`src/rtl/piso_arb_pkg.sv`:
```
// Shared types and constants for the PISO serializer arbiter.
// Optional feature macro used by the other files: PISO_ARB_RR_EN (round-robin arbitration).
package piso_arb_pkg;
    localparam int PISO_W     = 8;
    localparam int DATA_BITS  = 8;
    localparam int SHIFT_LAST = 14;
    localparam int CNT_W      = 4;

    typedef enum logic [1:0] {
        IDLE,
        LOAD,
        WAIT_ACT,
        SHIFT
    } state_t;
endpackage

```
`src/rtl/piso_arb_if.sv`:
```
// Bundle of requester handshake and serializer control signals around the arbiter.
// master: the arbiter's view; slave: the environment (requesters + serializer).
interface piso_arb_if #(
    parameter int N_REQ  = 4,
    parameter int DATA_W = 8
);
    localparam int ID_W = $clog2(N_REQ);

    logic [N_REQ-1:0]        req;
    logic [N_REQ*DATA_W-1:0] req_data;
    logic [N_REQ-1:0]        ack;
    logic [ID_W-1:0]         grant_id;
    logic                    busy;
    logic                    piso_load;
    logic [DATA_W-1:0]       piso_data;
    logic                    piso_active;
    logic                    frame_valid;
    logic                    done;
    logic                    err;

    modport master (
        input  req, req_data, piso_active,
        output ack, grant_id, busy, piso_load, piso_data, frame_valid, done, err
    );

    modport slave (
        output req, req_data, piso_active,
        input  ack, grant_id, busy, piso_load, piso_data, frame_valid, done, err
    );
endinterface

```
`src/rtl/piso_arb_pick.sv`:
```
// Combinational winner select among pending requests.
// PISO_ARB_RR_EN defined: round-robin search starting after ptr; otherwise lowest index wins.
module piso_arb_pick #(
    parameter int N_REQ = 4,
    parameter int ID_W  = $clog2(N_REQ)
) (
    input  logic [N_REQ-1:0] req,
    input  logic [ID_W-1:0]  ptr,
    output logic             any,
    output logic [ID_W-1:0]  winner
);
`ifdef PISO_ARB_RR_EN
    localparam int SW = ID_W + 1;
    logic [SW-1:0] sum;

    // Scan N_REQ slots starting at ptr+1, wrapping modulo N_REQ; first set bit wins.
    always_comb begin
        any    = 1'b0;
        winner = '0;
        sum    = '0;
        for (int k = 1; k <= N_REQ; k++) begin
            sum = {1'b0, ptr} + SW'(k);
            if (sum >= SW'(N_REQ)) sum = sum - SW'(N_REQ);
            if (!any && req[sum[ID_W-1:0]]) begin
                any    = 1'b1;
                winner = sum[ID_W-1:0];
            end
        end
    end
`else
    logic unused_ptr;
    assign unused_ptr = ^ptr;

    // Fixed priority: scan downwards so the lowest set index is the last write.
    always_comb begin
        any    = |req;
        winner = '0;
        for (int k = N_REQ - 1; k >= 0; k--) begin
            if (req[k]) winner = ID_W'(k);
        end
    end
`endif
endmodule

```
`src/rtl/piso_arbiter.sv`:
```
// Shares one 8-bit PISO serializer among N_REQ requesters and tracks its load,
// active and shift phases. Macro PISO_ARB_RR_EN selects round-robin arbitration
// (pointer register present); undefined gives fixed priority.
//
// state    | meaning
// IDLE     | sample req; register winner, ack, load
// LOAD     | piso_load high for this single cycle
// WAIT_ACT | wait for serializer active phase to end; error if never started
// SHIFT    | 15-cycle shift phase, frame_valid for the first 8
module piso_arbiter #(
    parameter int N_REQ  = 4,
    parameter int DATA_W = 8
) (
    input logic      clk,
    input logic      rst,
    piso_arb_if.master bus
);
    import piso_arb_pkg::*;

    localparam int ID_W = $clog2(N_REQ);

    state_t              state_q, state_d;
    logic [CNT_W-1:0]    cnt_q, cnt_d;
    logic [N_REQ-1:0]    ack_q, ack_d;
    logic                load_q, load_d;
    logic [DATA_W-1:0]   data_q, data_d;
    logic [ID_W-1:0]     grant_q, grant_d;
    logic                busy_q, busy_d;
    logic                fv_q, fv_d;
    logic                done_q, done_d;
    logic                err_q, err_d;

    logic                any;
    logic [ID_W-1:0]     winner;
    logic [ID_W-1:0]     ptr;

`ifdef PISO_ARB_RR_EN
    logic [ID_W-1:0]     ptr_q, ptr_d;
    assign ptr = ptr_q;
`else
    assign ptr = ID_W'(N_REQ - 1);
`endif

    piso_arb_pick #(.N_REQ(N_REQ), .ID_W(ID_W)) u_pick (
        .req    (bus.req),
        .ptr    (ptr),
        .any    (any),
        .winner (winner)
    );

    // Next-state and registered-output computation.
    always_comb begin
        state_d = state_q;
        cnt_d   = cnt_q;
        ack_d   = '0;
        load_d  = 1'b0;
        data_d  = data_q;
        grant_d = grant_q;
        busy_d  = busy_q;
        fv_d    = 1'b0;
        done_d  = 1'b0;
        err_d   = 1'b0;
`ifdef PISO_ARB_RR_EN
        ptr_d   = ptr_q;
`endif
        case (state_q)
            IDLE: begin
                if (any) begin
                    ack_d[winner] = 1'b1;
                    load_d        = 1'b1;
                    data_d        = bus.req_data[winner*DATA_W +: DATA_W];
                    grant_d       = winner;
                    busy_d        = 1'b1;
                    state_d       = LOAD;
`ifdef PISO_ARB_RR_EN
                    ptr_d         = winner;
`endif
                end
            end
            LOAD: begin
                cnt_d   = '0;
                state_d = WAIT_ACT;
            end
            WAIT_ACT: begin
                // cnt_q==0 marks the first WAIT_ACT cycle; the serializer must be active by then.
                if (bus.piso_active) begin
                    cnt_d = CNT_W'(1);
                end else if (cnt_q == '0) begin
                    err_d   = 1'b1;
                    busy_d  = 1'b0;
                    state_d = IDLE;
                end else begin
                    fv_d    = 1'b1;
                    cnt_d   = '0;
                    state_d = SHIFT;
                end
            end
            SHIFT: begin
                // Stay out of IDLE for the whole shift phase: a load would override shifting.
                if (cnt_q == CNT_W'(SHIFT_LAST)) begin
                    done_d  = 1'b1;
                    busy_d  = 1'b0;
                    cnt_d   = '0;
                    state_d = IDLE;
                end else begin
                    cnt_d = cnt_q + CNT_W'(1);
                    fv_d  = (cnt_q < CNT_W'(DATA_BITS - 1));
                end
            end
            default: state_d = IDLE;
        endcase
    end

    // State and output registers with synchronous reset.
    always_ff @(posedge clk) begin
        if (rst) begin
            state_q <= IDLE;
            cnt_q   <= '0;
            ack_q   <= '0;
            load_q  <= 1'b0;
            data_q  <= '0;
            grant_q <= '0;
            busy_q  <= 1'b0;
            fv_q    <= 1'b0;
            done_q  <= 1'b0;
            err_q   <= 1'b0;
`ifdef PISO_ARB_RR_EN
            ptr_q   <= ID_W'(N_REQ - 1);
`endif
        end else begin
            state_q <= state_d;
            cnt_q   <= cnt_d;
            ack_q   <= ack_d;
            load_q  <= load_d;
            data_q  <= data_d;
            grant_q <= grant_d;
            busy_q  <= busy_d;
            fv_q    <= fv_d;
            done_q  <= done_d;
            err_q   <= err_d;
`ifdef PISO_ARB_RR_EN
            ptr_q   <= ptr_d;
`endif
        end
    end

    assign bus.ack         = ack_q;
    assign bus.piso_load   = load_q;
    assign bus.piso_data   = data_q;
    assign bus.grant_id    = grant_q;
    assign bus.busy        = busy_q;
    assign bus.frame_valid = fv_q;
    assign bus.done        = done_q;
    assign bus.err         = err_q;
endmodule

```
`src/flat_wrapper.sv`:
```
// flat-port wrapper written by rule: the top's interface ports become plain ports
module piso_arbiter_flat import piso_arb_pkg::*;
#(
    parameter int N_REQ  = 4,
    parameter int DATA_W = 8
)
  (clk, rst, bus_req, bus_req_data, bus_piso_active, bus_ack, bus_grant_id, bus_busy, bus_piso_load, bus_piso_data, bus_frame_valid, bus_done, bus_err);
  piso_arb_if #(.N_REQ(N_REQ), .DATA_W(DATA_W)) bus_i ();
  input logic clk;
  input logic rst;
  input wire logic [$bits(bus_i.req)-1:0] bus_req;
  input wire logic [$bits(bus_i.req_data)-1:0] bus_req_data;
  input wire logic [$bits(bus_i.piso_active)-1:0] bus_piso_active;
  output wire logic [$bits(bus_i.ack)-1:0] bus_ack;
  output wire logic [$bits(bus_i.grant_id)-1:0] bus_grant_id;
  output wire logic [$bits(bus_i.busy)-1:0] bus_busy;
  output wire logic [$bits(bus_i.piso_load)-1:0] bus_piso_load;
  output wire logic [$bits(bus_i.piso_data)-1:0] bus_piso_data;
  output wire logic [$bits(bus_i.frame_valid)-1:0] bus_frame_valid;
  output wire logic [$bits(bus_i.done)-1:0] bus_done;
  output wire logic [$bits(bus_i.err)-1:0] bus_err;
  assign bus_i.req = bus_req;
  assign bus_i.req_data = bus_req_data;
  assign bus_i.piso_active = bus_piso_active;
  assign bus_ack = bus_i.ack;
  assign bus_grant_id = bus_i.grant_id;
  assign bus_busy = bus_i.busy;
  assign bus_piso_load = bus_i.piso_load;
  assign bus_piso_data = bus_i.piso_data;
  assign bus_frame_valid = bus_i.frame_valid;
  assign bus_done = bus_i.done;
  assign bus_err = bus_i.err;
  piso_arbiter #(.N_REQ(N_REQ), .DATA_W(DATA_W)) u_core (.clk(clk), .rst(rst), .bus(bus_i));
endmodule
```
`config.mk`:
```
export PLATFORM = sky130hd
export DESIGN_NAME = piso_arbiter_flat
export DESIGN_NICKNAME = d
export VERILOG_FILES = /design/src/rtl/piso_arb_pkg.sv /design/src/rtl/piso_arb_if.sv /design/src/rtl/piso_arb_pick.sv /design/src/rtl/piso_arbiter.sv /design/src/flat_wrapper.sv
export SDC_FILE = /design/constraint.sdc
export NUM_CORES = 1
export LEC_CHECK = 0
export ABC_AREA = 1
export CELL_PAD_IN_SITES_DETAIL_PLACEMENT = 0
export CELL_PAD_IN_SITES_GLOBAL_PLACEMENT = 1
export CORE_MARGIN = 4
export CORE_UTILIZATION = 24
export DETAILED_ROUTE_END_ITERATION = 16
export GPL_TIMING_DRIVEN = 0
export PLACE_DENSITY = 0.71
export SLEW_MARGIN = 20
export SYNTH_ARGS = -nofsm -noshare
export SYNTH_HDL_FRONTEND = slang
export SYNTH_HIERARCHICAL = 1
export SYNTH_SLANG_ARGS = --single-unit
```
`constraint.sdc`:
```
create_clock -name clk -period 1.4 [get_ports clk]
set_clock_uncertainty 0.1 [all_clocks]
set_input_delay 0.28 -clock clk [delete_from_list [all_inputs] [get_ports clk]]
set_output_delay 0.28 -clock clk [all_outputs]
set_load 0.03 [all_outputs]
```
Word level (Yosys, flattened, before mapping) --
Index checks and enable logic that the tools add are counted.
Word-level totals: flip-flop bits (word level) 25, output and inout bits 19, logic and storage cells 69
Cells by class: $add $sub $neg 1, order comparisons 3, eq/ne operators 9, shifts and indexed selects 1, mux-type cells 27, bitwise gates (word level) 4, reductions and logical operators 14
Operator list (number):
- 32-bit by 6-bit variable part select with 8-bit output | 1
- 2-bit 2-to-1 mux | 8
- 4-bit 2-to-1 mux | 3
- 4-bit one-hot mux with 3 select lines | 1
- 1-bit 2-to-1 mux | 11
- 2-bit one-hot mux with 4 select lines | 1
- 2-bit by 1-bit != test with 1-bit output, second input constant | 3
- 3-bit nonzero test | 2
- 3-bit OR reduction | 2
- 5-bit AND reduction | 1
- 4-bit by 1-bit adder with 4-bit output, second input constant | 1
- 2-bit == test, second input constant | 2
- 4-bit == test, second input constant | 1
- 4-bit zero test | 1
- 4-bit by 3-bit < comparator with 1-bit output, second input constant | 1
- 1-bit NOT | 4
- 2-bit AND reduction | 2
- 2-bit OR reduction | 2
- 4-bit OR reduction | 1
- 2-bit by 3-bit < comparator with 1-bit output, second input constant | 1
- 3-bit != test, second input constant | 1
- 1-bit one-hot mux with 3 select lines | 1
- 3-bit AND reduction | 1
- 1-bit demux with 2-bit select | 1
- other kinds (6) | 6

Logic depth before layout (Yosys ltp) --
depth in word-level cells 8, depth in mapped cells 9

Cells and area by module --
Netlist, hierarchy kept.
Modules (own cells, without submodules):
- piso_arbiter | instances 1, cells each 175, area an instance 1189.9 um^2
- piso_arb_pick | instances 1, cells each 9, area an instance 46.3 um^2

Worst setup path after synthesis --
OpenSTA, ideal clock, no wires.
path type reg2reg, from reg u_core.cnt_q[0], to reg u_core.busy_q, in the netlist u_core/bus.busy, setup time 114 ps, arrival time 1086 ps, data required time 1186 ps, slack 100 ps, cell stages (with the launch flop) 10, cells stage by stage dfxtp_1 -> inv_1 -> ha_1 -> nand3_1 -> nand2_1 -> inv_1 -> nor2_1 -> nand2_1 -> nand3_1 -> nand2_1
On the way: cells in the longest elaborated chain, start to end 3
RTL lines:
- from (decl) | line piso_arbiter.sv:23 | logic [CNT_W-1:0] cnt_q, cnt_d;
- from (signal assigned) | line piso_arbiter.sv:132 | cnt_q <= cnt_d;
- 4-bit == test / 4-bit zero test (equally long branches) | line piso_arbiter.sv:100, piso_arbiter.sv:88
- 2-bit by 1-bit != test with 1-bit output (no source line)
- 5-bit AND reduction (no source line) (*)
- to (signal assigned) | line piso_arbiter.sv:137 | busy_q <= busy_d;
- to (decl) | line piso_arbiter.sv:28 | logic busy_q, busy_d;
Mark *: on every way between the ends. The rest lies on a longest branch, timed or not. A chain may end at the register's enable or synchronous reset.

Worst setup path in the final report --
from reg u_core.load_q, in the netlist u_core/bus.piso_load, to out bus_piso_load
RTL lines:
- from (decl) | line piso_arbiter.sv:25 | logic load_q, load_d;
- from (signal assigned) | line piso_arbiter.sv:134 | load_q <= load_d;
- to (decl) | line flat_wrapper.sv:17 | output wire logic [$bits(bus_i.piso_load)-1:0] bus_piso_load;
No word-level cell between the ends.

==> impl_metrics.tcl <==
set metrics [dict create \
    dp_hpwl_um 2680 \
    synth_area_per_cell_sq_um 6.73 \
    slowest_stage "clkdlybuf4s15_1" \
    die_w_um 79.7 \
    antenna_found_initial 0 \
    worst-path-buf-inv 1 \
    core_area_sq_um 4850 \
    tightest_slew_ps 372 \
    wl_per_cell_um 10.9 \
    p_total_uw 2430 \
    startpoint "u_core/bus.piso_load" \
    startpoint_type "register" \
    rsz0062_at_grt "true" \
    clockBufferDepth 2 \
    cts.sinks 25 \
    regArea_sq_um 507 \
    outcome "finished clean" \
    cp_max_fo 1 \
    arrival_ps 990 \
    min-delay-start "rst" \
    num-fill-cells 537 \
    clock_latency_ps 280 \
    wirelength_um 3520 \
    total_leakage_power_uw 0.000900 \
    pre_cts_ws_ps -648 \
    worstSetupEndpointType "output port" \
    grt.total_usage 0.118 \
    antenna_cells 0 \
    antenna_left 0 \
    fin_setup_tns_ps 0 \
    drv_cap 0 \
    ir_drop_uv 430 \
    required_ps 1020 \
    synth_fp_nets 225 \
    ctsRootBufferMaster "clkbuf_8" \
    via_per_inst 4.24 \
    final_net_count 298 \
    r2r_start "u_core/cnt_q[0]" \
    crit_chain "clkdlybuf4s15_1" \
    setup_viol 0 \
    num_vias 1365 \
    ctsHoldBuffers 0 \
    die_area_sq_um 6350 \
    io_pins 58 \
    cpPeakStageDelay_ps 370 \
    min_period_ps 1370 \
    hold_violations 0 \
    first_iter_violations 66 \
    rows 25 \
    hold_class "input port to register" \
    powerDensity_nw_per_um2 1210 \
    grt_max_degree 15 \
    drive_gt1_frac 0.247 \
    worstSetupPathType "register to output port" \
    setup_ws_ps 30.6 \
    grt_remaining_overflow 0 \
    cts_tree "done" \
    die_y_um 79.7 \
    grt_pass1_vias 1347 \
    syn_inst 183 \
    whs_ps 200 \
    fin_crit_sh 0.978 \
    final_cell_area_sq_um 2000 \
    grt_pass1_wl_um 5890 \
    multi_input_area_sq_um 692 \
    start_util 0.254 \
    drc 0 \
    gp_congestion 0.770 \
    h-tree-depth 1 \
    first_pass_iters 4 \
    maxSlewViolCount 0 \
    path_clk_slew_ps 100 \
    syn_to_final_growth_pct 62.6 \
    ys_warn_count 6 \
    max_slew_margin 0.752 \
    syn_area_sq_um 1230 \
    placedInstanceArea_sq_um 1880 \
    io_buffers 56 \
    max_freq_ghz 0.730 \
    cts_made_buffers 3 \
    cp_top_family "buffers and inverters" \
]
## where the power goes
part           leakage [uW]  switching [uW]  internal, uW
clock network     0.0000255             242           200
registers          0.000207            84.4           858
logic              0.000667             668           383
## placed cells by master, fill, tap and decap left out, drive strengths merged
| cell type | n |
|---|---|
| nand2 | 52 |
| clkdlybuf4s50 | 33 |
| nor2 | 30 |
| dfxtp | 25 |
| inv | 21 |
| clkbuf | 19 |
| buf | 15 |
| a21oi | 12 |
| o21ai | 11 |
| nand4 | 10 |
| nand3 | 9 |
| clkdlybuf4s15 | 5 |
| nor3 | 4 |
| dlygate4sd2 | 3 |
| ha | 3 |
| clkinv | 1 |
| a22oi | 1 |
| xor2 | 1 |
## sequential cells by signal (all words and copies together), names as in the netlist, 2 cells and up
register	count
u_core/bus.ack	4
u_core/bus.grant_id	2
u_core/bus.piso_data	8
u_core/cnt_q	4
u_core/state_q	2
## routing by layer
layer / wire length (um) / global-route usage / vias up
met4: 53 / 0.0412 / 0
met5: 0 / 0 / -
met1: 1540 / 0.146 / 582
li1: - / - / 730
met2: 1590 / 0.188 / 48
met3: 338 / 0.0418 / 5
## final cells by class
| cell class | instances | area share |
|---|---|---|
| Sequential cell | 25 | 0.253 |
| Timing Repair Buffer | 68 | 0.286 |
| Inverter | 21 | 0.0406 |
| Tap cell | 67 | 0.0418 |
| Buffer | 4 | 0.0106 |
| Clock inverter | 1 | 0.00250 |
| Multi-Input combinational cell | 133 | 0.345 |
| Clock buffer | 3 | 0.0206 |
## timing repair
item	in CTS	in global routing
pin swaps	9	11
endpoints found under the setup margin	31	30
gates resized for setup	48	35
setup buffers	7	5
## final timing paths
check	endpoint	slack, ps	cells after the start
worst max-delay path	bus_piso_load	30	1
worst min-delay path	u_core/bus.piso_load	200	2
worst max register to register	u_core/bus.busy	100	9
worst min register to register	u_core/bus.busy	380	2
## through the flow
step | cells | util
6_report | 322 | 0.413
5_1_grt | 322 | 0.413
4_1_cts | 317 | 0.414
3_5_place_dp | 306 | 0.387
3_3_place_gp | 306 | 0.387
2_1_floorplan | 183 | -
No activity file was read; power rests on OpenSTA's default activity.
